File: config.mk
export PLATFORM = sky130hd
export DESIGN_NAME = recfn_f64_to_f32_pipe_flat
export DESIGN_NICKNAME = d
export VERILOG_FILES = /design/src/rtl/fpu_cvt_pkg.sv /design/src/rtl/recfn_f64_to_f32_pipe_if.sv /design/src/rtl/recfn_round_pack_f32.sv /design/src/rtl/recfn_f64_to_f32_pipe.sv /design/src/flat_wrapper.sv
export SDC_FILE = /design/constraint.sdc
export NUM_CORES = 1
export LEC_CHECK = 0
export ABC_AREA = 1
export BUFFER_PORTS_ARGS = -buffer_cell sky130_fd_sc_hd__buf_2
export CORE_MARGIN = 10
export CORE_UTILIZATION = 40
export CTS_CLUSTER_SIZE = 28
export DETAILED_ROUTE_END_ITERATION = 6
export GPL_ROUTABILITY_DRIVEN = 0
export GPL_TIMING_DRIVEN = 0
export PLACE_DENSITY = 0.6
export SETUP_SLACK_MARGIN = 0.02
export SYNTH_ARGS = -nofsm -noshare
export SYNTH_HDL_FRONTEND = slang
export SYNTH_HIERARCHICAL = 1
export SYNTH_SLANG_ARGS = --single-unit
File: constraint.sdc
create_clock -name clock -period 7.3 [get_ports clock]
set_input_delay 0.365 -clock clock [delete_from_list [all_inputs] [get_ports clock]]
set_output_delay 0.365 -clock clock [all_outputs]
set_load 0.005 [all_outputs]
File: src/rtl/fpu_cvt_pkg.sv
// Shared definitions for the FPU format converters: rounding modes, flag layout,
// recoded-float constants and the rounding-increment rule.
package fpu_cvt_pkg;

  typedef enum logic [2:0] {
    RM_RNE = 3'd0,
    RM_RTZ = 3'd1,
    RM_RDN = 3'd2,
    RM_RUP = 3'd3,
    RM_RMM = 3'd4
  } rm_e;

  typedef enum logic [2:0] {
    CLS_ZERO,
    CLS_INF,
    CLS_QNAN,
    CLS_SNAN,
    CLS_FIN
  } cls_e;

  localparam int FLG_NV = 4;
  localparam int FLG_DZ = 3;
  localparam int FLG_OF = 2;
  localparam int FLG_UF = 1;
  localparam int FLG_NX = 0;

  localparam logic [32:0] F32_CANON_NAN = 33'h0_E040_0000;
  localparam logic [8:0]  F32_EXP_INF   = 9'h180;
  localparam logic [8:0]  F32_EXP_MAX   = 9'h17F;
  localparam logic [22:0] F32_FRAC_MAX  = 23'h7F_FFFF;
  localparam logic [11:0] F64_BIAS      = 12'h800;
  localparam logic [8:0]  F32_BIAS      = 9'h100;

  function automatic rm_e rm_decode(input logic [2:0] raw);
    case (raw)
      3'd1:    return RM_RTZ;
      3'd2:    return RM_RDN;
      3'd3:    return RM_RUP;
      3'd4:    return RM_RMM;
      default: return RM_RNE;
    endcase
  endfunction

  function automatic logic round_inc(input rm_e rm, input logic sign, input logic guard,
                                     input logic sticky, input logic lsb);
    case (rm)
      RM_RTZ:  return 1'b0;
      RM_RDN:  return sign & (guard | sticky);
      RM_RUP:  return ~sign & (guard | sticky);
      RM_RMM:  return guard;
      default: return guard & (sticky | lsb);
    endcase
  endfunction

endpackage

File: src/rtl/recfn_f64_to_f32_pipe_if.sv
// Request/response channel of the f64->f32 recoded narrowing converter.
interface recfn_f64_to_f32_pipe_if;
  logic        io_in_valid;
  logic        io_in_ready;
  logic [64:0] io_in_bits_in;
  logic [2:0]  io_in_bits_rm;
  logic        io_out_valid;
  logic        io_out_ready;
  logic [32:0] io_out_bits_out;
  logic [4:0]  io_out_bits_exc;

  modport master (
    output io_in_valid, io_in_bits_in, io_in_bits_rm, io_out_ready,
    input  io_in_ready, io_out_valid, io_out_bits_out, io_out_bits_exc
  );

  modport slave (
    input  io_in_valid, io_in_bits_in, io_in_bits_rm, io_out_ready,
    output io_in_ready, io_out_valid, io_out_bits_out, io_out_bits_exc
  );
endinterface

File: src/rtl/recfn_round_pack_f32.sv
// Rounds a pre-aligned significand to recoded f32 and raises the RISC-V flags.
module recfn_round_pack_f32
  import fpu_cvt_pkg::*;
(
  input  cls_e               i_cls,
  input  logic               i_sign,
  input  logic signed [12:0] i_e,
  input  logic [23:0]        i_kept,
  input  logic [4:0]         i_p,
  input  logic               i_guard,
  input  logic               i_sticky,
  input  rm_e                i_rm,
  input  logic               i_tiny,
  output logic [32:0]        o_out,
  output logic [4:0]         o_exc
);

  logic [24:0]        w_kept25;
  logic               w_inc;
  logic [24:0]        w_sum;
  logic               w_carry;
  logic [23:0]        w_sig;
  logic signed [12:0] w_er;
  logic               w_ovf;
  logic               w_ovf_inf;
  logic               w_nx;
  logic [8:0]         w_exp;

  // i_p is the bit position of the result lsb inside the 24-bit frame (24 = nothing kept)
  assign w_kept25  = {1'b0, i_kept};
  assign w_inc     = round_inc(i_rm, i_sign, i_guard, i_sticky, w_kept25[i_p]);
  assign w_sum     = w_kept25 + (w_inc ? (25'd1 << i_p) : 25'd0);
  assign w_carry   = w_sum[24];
  assign w_sig     = w_carry ? w_sum[24:1] : w_sum[23:0];
  assign w_er      = i_e + $signed({12'd0, w_carry});
  assign w_ovf     = w_er > 13'sd127;
  assign w_ovf_inf = (i_rm == RM_RNE) | (i_rm == RM_RMM) |
                     ((i_rm == RM_RUP) & ~i_sign) | ((i_rm == RM_RDN) & i_sign);
  assign w_nx      = i_guard | i_sticky | w_ovf;
  assign w_exp     = w_er[8:0] + F32_BIAS;

  always_comb begin
    o_out = '0;
    o_exc = '0;
    case (i_cls)
      CLS_ZERO: o_out = {i_sign, 32'h0};
      CLS_INF:  o_out = {i_sign, F32_EXP_INF, 23'h0};
      CLS_QNAN: o_out = F32_CANON_NAN;
      CLS_SNAN: begin
        o_out         = F32_CANON_NAN;
        o_exc[FLG_NV] = 1'b1;
      end
      CLS_FIN: begin
        if (w_ovf) begin
          o_exc[FLG_OF] = 1'b1;
          o_exc[FLG_NX] = 1'b1;
          o_out = w_ovf_inf ? {i_sign, F32_EXP_INF, 23'h0}
                            : {i_sign, F32_EXP_MAX, F32_FRAC_MAX};
        end else begin
          o_exc[FLG_NX] = w_nx;
          o_exc[FLG_UF] = i_tiny & w_nx;
          o_out = w_sig[23] ? {i_sign, w_exp, w_sig[22:0]} : {i_sign, 32'h0};
        end
      end
      default: o_out = '0;
    endcase
  end

endmodule

File: src/rtl/recfn_f64_to_f32_pipe.sv
// Two-stage recoded f64 -> recoded f32 narrowing converter with valid/ready and flush.
module recfn_f64_to_f32_pipe
  import fpu_cvt_pkg::*;
(
  input  logic                    clock,
  input  logic                    reset,
  input  logic                    io_kill,
  recfn_f64_to_f32_pipe_if.slave  io
);

  logic w_adv, w_ld_p1, w_acc;

  logic               w_sign_p0;
  logic [11:0]        w_exp_p0;
  logic [52:0]        w_sig_p0;
  logic signed [12:0] w_e_raw_p0;
  cls_e               w_cls_p0;
  rm_e                w_rm_p0;
  logic signed [12:0] w_e_p0;
  logic [23:0]        w_kept_p0;
  logic [4:0]         w_p_p0;
  logic [5:0]         w_sh_p0;
  logic               w_g_p0, w_s_p0;
  logic               w_carry_unb_p0, w_tiny_p0;

  logic               r_vld_p1, r_vld_p2;
  cls_e               r_cls_p1;
  logic               r_sign_p1;
  logic signed [12:0] r_e_p1;
  logic [23:0]        r_kept_p1;
  logic [4:0]         r_p_p1;
  logic               r_g_p1, r_s_p1, r_tiny_p1;
  rm_e                r_rm_p1;
  logic [32:0]        w_out_p1, r_out_p2;
  logic [4:0]         w_exc_p1, r_exc_p2;

  assign w_adv   = ~r_vld_p2 | io.io_out_ready;
  assign w_ld_p1 = ~r_vld_p1 | w_adv;
  assign w_acc   = io.io_in_valid & w_ld_p1;

  assign io.io_in_ready     = w_ld_p1;
  assign io.io_out_valid    = r_vld_p2;
  assign io.io_out_bits_out = r_out_p2;
  assign io.io_out_bits_exc = r_exc_p2;

  // ---- stage 0: classify and align to the target precision
  assign w_sign_p0  = io.io_in_bits_in[64];
  assign w_exp_p0   = io.io_in_bits_in[63:52];
  assign w_sig_p0   = {1'b1, io.io_in_bits_in[51:0]};
  assign w_e_raw_p0 = $signed({1'b0, w_exp_p0}) - $signed({1'b0, F64_BIAS});
  assign w_rm_p0    = rm_decode(io.io_in_bits_rm);

  // Tininess is judged on the 24-bit rounding with unbounded exponent; only E=-127 can escape it.
  assign w_carry_unb_p0 = (&w_sig_p0[52:29]) &
                          round_inc(w_rm_p0, w_sign_p0, w_sig_p0[28], |w_sig_p0[27:0], 1'b1);
  assign w_tiny_p0 = (w_e_raw_p0 < -13'sd127) | ((w_e_raw_p0 == -13'sd127) & ~w_carry_unb_p0);

  always_comb begin
    case (w_exp_p0[11:9])
      3'b000:  w_cls_p0 = CLS_ZERO;
      3'b110:  w_cls_p0 = CLS_INF;
      3'b111:  w_cls_p0 = w_sig_p0[51] ? CLS_QNAN : CLS_SNAN;
      default: w_cls_p0 = CLS_FIN;
    endcase
    w_e_p0    = w_e_raw_p0;
    w_kept_p0 = w_sig_p0[52:29];
    w_p_p0    = 5'd0;
    w_sh_p0   = 6'd28;
    w_g_p0    = w_sig_p0[28];
    w_s_p0    = |w_sig_p0[27:0];
    if (w_e_raw_p0 < -13'sd150) begin
      // Far below the smallest subnormal: rounds like a pure sticky at E=-150.
      w_e_p0    = -13'sd150;
      w_kept_p0 = 24'd0;
      w_p_p0    = 5'd24;
      w_g_p0    = 1'b0;
      w_s_p0    = 1'b1;
    end else if (w_e_raw_p0 < -13'sd126) begin
      // p = -126 - E, computed modulo 32 (-126 == 2 mod 32).
      w_p_p0    = 5'd2 - w_e_raw_p0[4:0];
      w_sh_p0   = 6'd28 + {1'b0, w_p_p0};
      w_kept_p0 = w_sig_p0[52:29] & ~((24'd1 << w_p_p0) - 24'd1);
      w_g_p0    = w_sig_p0[w_sh_p0];
      w_s_p0    = |(w_sig_p0 & ((53'd1 << w_sh_p0) - 53'd1));
    end
  end

  always_ff @(posedge clock or posedge reset) begin
    if (reset) begin
      r_vld_p1 <= 1'b0;
      r_vld_p2 <= 1'b0;
    end else if (io_kill) begin
      r_vld_p1 <= 1'b0;
      r_vld_p2 <= 1'b0;
    end else begin
      if (w_ld_p1) r_vld_p1 <= w_acc;
      if (w_adv)   r_vld_p2 <= r_vld_p1;
    end
  end

  // ---- stage 1: aligned operand register
  always_ff @(posedge clock) begin
    if (w_acc) begin
      r_cls_p1  <= w_cls_p0;
      r_sign_p1 <= w_sign_p0;
      r_e_p1    <= w_e_p0;
      r_kept_p1 <= w_kept_p0;
      r_p_p1    <= w_p_p0;
      r_g_p1    <= w_g_p0;
      r_s_p1    <= w_s_p0;
      r_rm_p1   <= w_rm_p0;
      r_tiny_p1 <= w_tiny_p0;
    end
  end

  recfn_round_pack_f32 u_round (
    .i_cls    (r_cls_p1),
    .i_sign   (r_sign_p1),
    .i_e      (r_e_p1),
    .i_kept   (r_kept_p1),
    .i_p      (r_p_p1),
    .i_guard  (r_g_p1),
    .i_sticky (r_s_p1),
    .i_rm     (r_rm_p1),
    .i_tiny   (r_tiny_p1),
    .o_out    (w_out_p1),
    .o_exc    (w_exc_p1)
  );

  // ---- stage 2: rounded, packed result register
  always_ff @(posedge clock or posedge reset) begin
    if (reset) begin
      r_out_p2 <= '0;
      r_exc_p2 <= '0;
    end else if (w_adv & r_vld_p1) begin
      r_out_p2 <= w_out_p1;
      r_exc_p2 <= w_exc_p1;
    end
  end

endmodule

File: src/flat_wrapper.sv
// flat-port wrapper written by rule: the top's interface ports become plain ports
module recfn_f64_to_f32_pipe_flat import fpu_cvt_pkg::*;
  (clock, reset, io_kill, io_io_in_valid, io_io_in_bits_in, io_io_in_bits_rm, io_io_out_ready, io_io_in_ready, io_io_out_valid, io_io_out_bits_out, io_io_out_bits_exc);
  recfn_f64_to_f32_pipe_if io_i ();
  input  logic clock;
  input  logic reset;
  input  logic io_kill;
  input wire logic [$bits(io_i.io_in_valid)-1:0] io_io_in_valid;
  input wire logic [$bits(io_i.io_in_bits_in)-1:0] io_io_in_bits_in;
  input wire logic [$bits(io_i.io_in_bits_rm)-1:0] io_io_in_bits_rm;
  input wire logic [$bits(io_i.io_out_ready)-1:0] io_io_out_ready;
  output wire logic [$bits(io_i.io_in_ready)-1:0] io_io_in_ready;
  output wire logic [$bits(io_i.io_out_valid)-1:0] io_io_out_valid;
  output wire logic [$bits(io_i.io_out_bits_out)-1:0] io_io_out_bits_out;
  output wire logic [$bits(io_i.io_out_bits_exc)-1:0] io_io_out_bits_exc;
  assign io_i.io_in_valid = io_io_in_valid;
  assign io_i.io_in_bits_in = io_io_in_bits_in;
  assign io_i.io_in_bits_rm = io_io_in_bits_rm;
  assign io_i.io_out_ready = io_io_out_ready;
  assign io_io_in_ready = io_i.io_in_ready;
  assign io_io_out_valid = io_i.io_out_valid;
  assign io_io_out_bits_out = io_i.io_out_bits_out;
  assign io_io_out_bits_exc = io_i.io_out_bits_exc;
  recfn_f64_to_f32_pipe u_core (.clock(clock), .reset(reset), .io_kill(io_kill), .io(io_i));
endmodule
==> flow_summary.toml <==
[status]
status = "complete, no violations"

[yosys]
synth_edf_count = 51
syn_area_per_cell_um2 = 6.82
yosysWarnings = 6
synth-seq-cells = 91
synthArstFlopShare_pct = 44.0
ys.flop_type = "edfxtp_1"
synth_cell_types = 56
yosys-top-cells-area = "edfxtp_1 (17%), nand2_1 (14%), dfrtp_1 (11%)"
ys_seq_area_share_pct = 27.9
yosys.area.top_type = "edfxtp_1"
syn-instance-count = 1330
synth_top_cell_area_share_pct = 16.9
syn_area_um2 = 9070

[setup_path]
startpoint_type = "flop"
cpMostUsedCell = "nand2_1"
crit_slowest_cell = "edfxtp_1"
cp_max_fo = 11
r2r_start = "u_core/r_p_p1[0]$_SDFFCE_PP0P_"
slowest_delay_ps = 510
crit_type = "flop to flop"
cp_data_arrival_time_ps = 6750
cp-startpoint = "u_core/r_p_p1[0]$_SDFFCE_PP0P_"
cp_data_required_time_ps = 7530
cp-end-kind = "flop"

[global_routing]
grt_usage_pct = 19.1
grt_max_degree = 47
use_met3_pct = 2.67
grt_pass1_wl_um = 45000
top_usage_layer = "met2"
overflow = 0
grt.met2_usage_pct = 31.7
grt_pass1_vias = 8744
met1_usage_pct = 24.1
grt_antenna_before_repair = 0

[finish]
diodes = 0
fillCellCount = 2316
drive_above_1_share_pct = 18.4
final_common_cell = "nand2_1"
syn_to_final_growth_pct = 13.8
fin_nets = 1565
layout_common_cells = "nand2_1 (332), nor2_1 (164), inv_1 (160)"
fin_cells = 1745

[detailed_routing]
via_per_inst = 5.26
drtIter0Drc = 777
drc = 0
wire_per_inst_um = 16.1
wl_um = 28100
ant_nets = 0
vias = 9183
drt_first_pass_iters = 5

[sta]
final-hold-violation-count = 0
setup_viol = 0
fin_skew_ps = 12.6
post-route-period-util_pct = 89.3
rsz0062_at_grt = "no"
maxSlewViolCount = 0
fmax_mhz = 153
tns_ps = 0
timing_worst_slew_pin_value_ps = 847
finalCriticalPeriod_ps = 6520
relSlewSlack_pct = 43.4

[floorplanning]
coreArea_um2 = 22500
die-area_um2 = 29100
die_y_um = 171
initial_core_util_pct = 40.3
fp.dieW_um = 171
io_pins = 113
num_rows = 55

[placement]
portBuffers = 112
place_inst = 1729
dp_hpwl_um = 23400

[power_and_ir_drop]
leakagePower_nw = 5.32
power.density_nw_per_um2 = 153
ir_drop_mv = 0.105

[clock_network]
clkTransAtPathRegs_ps = 70
post_cts_resized = 0
cts_root_buffer = "clkbuf_16"
clkLatencyLatePin_ps = 350
cts_buffer_depth = 2
cts_tree = "yes"
htree_levels = 3
cts_hold_buf = 0
tritoncts.num_buffers = 9
post_cts_buffers = 0
clock-sinks = 91

[worst_hold_path]
hp-class = "input port to flop"
hp-start = "io_kill"

[flow_run]
max-cap-violations = 0
[logic make-up (layout without fill, tap and decap cells)]
logic type | Yosys count | count (layout) | synth area share (%)
buffers and inverters | 208 | 337 | 9.42
other | 2 | 3 | 0.0828
adder cells (fa/ha/maj) | 37 | 37 | 5.19
AO/OA/AOI/OAI | 185 | 185 | 12.0
XOR/XNOR | 28 | 28 | 2.70
flip-flops | 91 | 91 | 27.9
AND/OR/NAND/NOR | 741 | 741 | 37.9
multiplexers | 38 | 38 | 4.72
[power breakdown]
part | internal (mW) | switching [mW] | leakage (nW) | total (mW)
combinational | 0.175 | 0.311 | 4.13 | 0.485
sequential | 0.593 | 0.0272 | 1.04 | 0.620
clock | 0.261 | 0.213 | 0.154 | 0.474
total | 1.03 | 0.551 | 5.32 | 1.58
[per-stage QoR]
step | instance area [µm²] | utilization (%) | total power [mW] | setup WS, ps | hold slack, ps
2_1_floorplan | 9070 | - | 0.951 | 2090 | 428
5_1_grt | 10300 | 45.9 | 1.68 | 49.3 | 174
3_3_place_gp | 9990 | 44.4 | 1.11 | 790 | 484
3_5_place_dp | 10000 | 44.5 | 1.11 | 761 | 488
4_1_cts | 10300 | 45.9 | 1.59 | 722 | 159
6_report | 10300 | 45.9 | 1.58 | 783 | 175
[state kept, by name, summed over array words and instances (netlist names)]
| name | cells |
|---|---|
| u_core/io.io_out_bits_out | 33 |
| u_core/r_rm_p1 | 3 |
| u_core/r_vld_p1 | 1 |
| u_core/r_cls_p1 | 3 |
| u_core/r_kept_p1 | 24 |
| u_core/r_tiny_p1 | 1 |
| u_core/io.io_out_bits_exc | 5 |
| u_core/r_sign_p1 | 1 |
| u_core/r_g_p1 | 1 |
| u_core/r_e_p1 | 12 |
| u_core/io.io_out_valid | 1 |
| u_core/r_p_p1 | 5 |
| u_core/r_s_p1 | 1 |
[per-layer routing]
layer / routed length, µm / vias to the layer above
met3: 1520 / 61
met2: 13000 / 318
met1: 12500 / 4154
li1: - / 4650
met5: 0 / -
met4: 1040 / 0
[worst max-delay path, delay by kind of cell, from the launching register on]
kind            cells  cell delay, ps
simple gates       22            2430
buf+inv             7            1130
fa+ha+maj           4             970
compound gates      4             880
flops               1             510
mux                 1             270
xor+xnor            1             190
[cell type report]
class                           count  area [µm²]  area share [%]
Clock inverter                      6        62.6           0.606
Buffer                             33         198            1.91
Tap cell                          285         357            3.45
Clock buffer                       10         250            2.42
Sequential cell                    91        2530            24.5
Inverter                          175         657            6.36
Timing Repair Buffer              113         581            5.62
Multi-Input combinational cell   1032        5690            55.1
[final timing paths]
path | to | slack [ps] | cells after the start
setup / recovery | u_core/io.io_out_bits_out[6]$_DFFE_PP0P_ | 780 | 39
hold / removal | u_core/r_vld_p1$_DFFE_PP0P_ | 180 | 2
setup reg to reg | u_core/io.io_out_bits_out[6]$_DFFE_PP0P_ | 780 | 39
hold reg to reg | u_core/io.io_out_bits_exc[2]$_DFFE_PP0P_ | 500 | 1
max in group asynchronous | u_core/io.io_out_bits_exc[1]$_DFFE_PP0P_ | 6580 | 2
min in group asynchronous | u_core/io.io_out_bits_out[20]$_DFFE_PP0P_ | 190 | 2
[Yosys cell counts (3+ instances only)]
library cell	number
ha_1	36
nor3_1	21
xor2_1	20
nor2_1	164
o211ai_2	3
nand3_2	7
o22ai_1	4
xnor2_1	8
a211oi_1	3
o21ai_0	47
nor2_4	9
nor4_1	8
mux2_2	38
o21ai_1	8
or2_2	6
nor2_2	10
a21o_1	5
inv_1	162
clkbuf_1	11
nand2_1	332
nand2_2	15
nand3b_1	6
and3_1	3
inv_2	12
edfxtp_1	51
nand4_1	23
buf_2	11
dfrtp_1	40
a31oi_1	3
buf_6	7
nand2_4	6
o311ai_0	3
a21oi_1	72
o211ai_1	25
nand3_1	119
No activity file was read; power rests on OpenSTA's default activity.
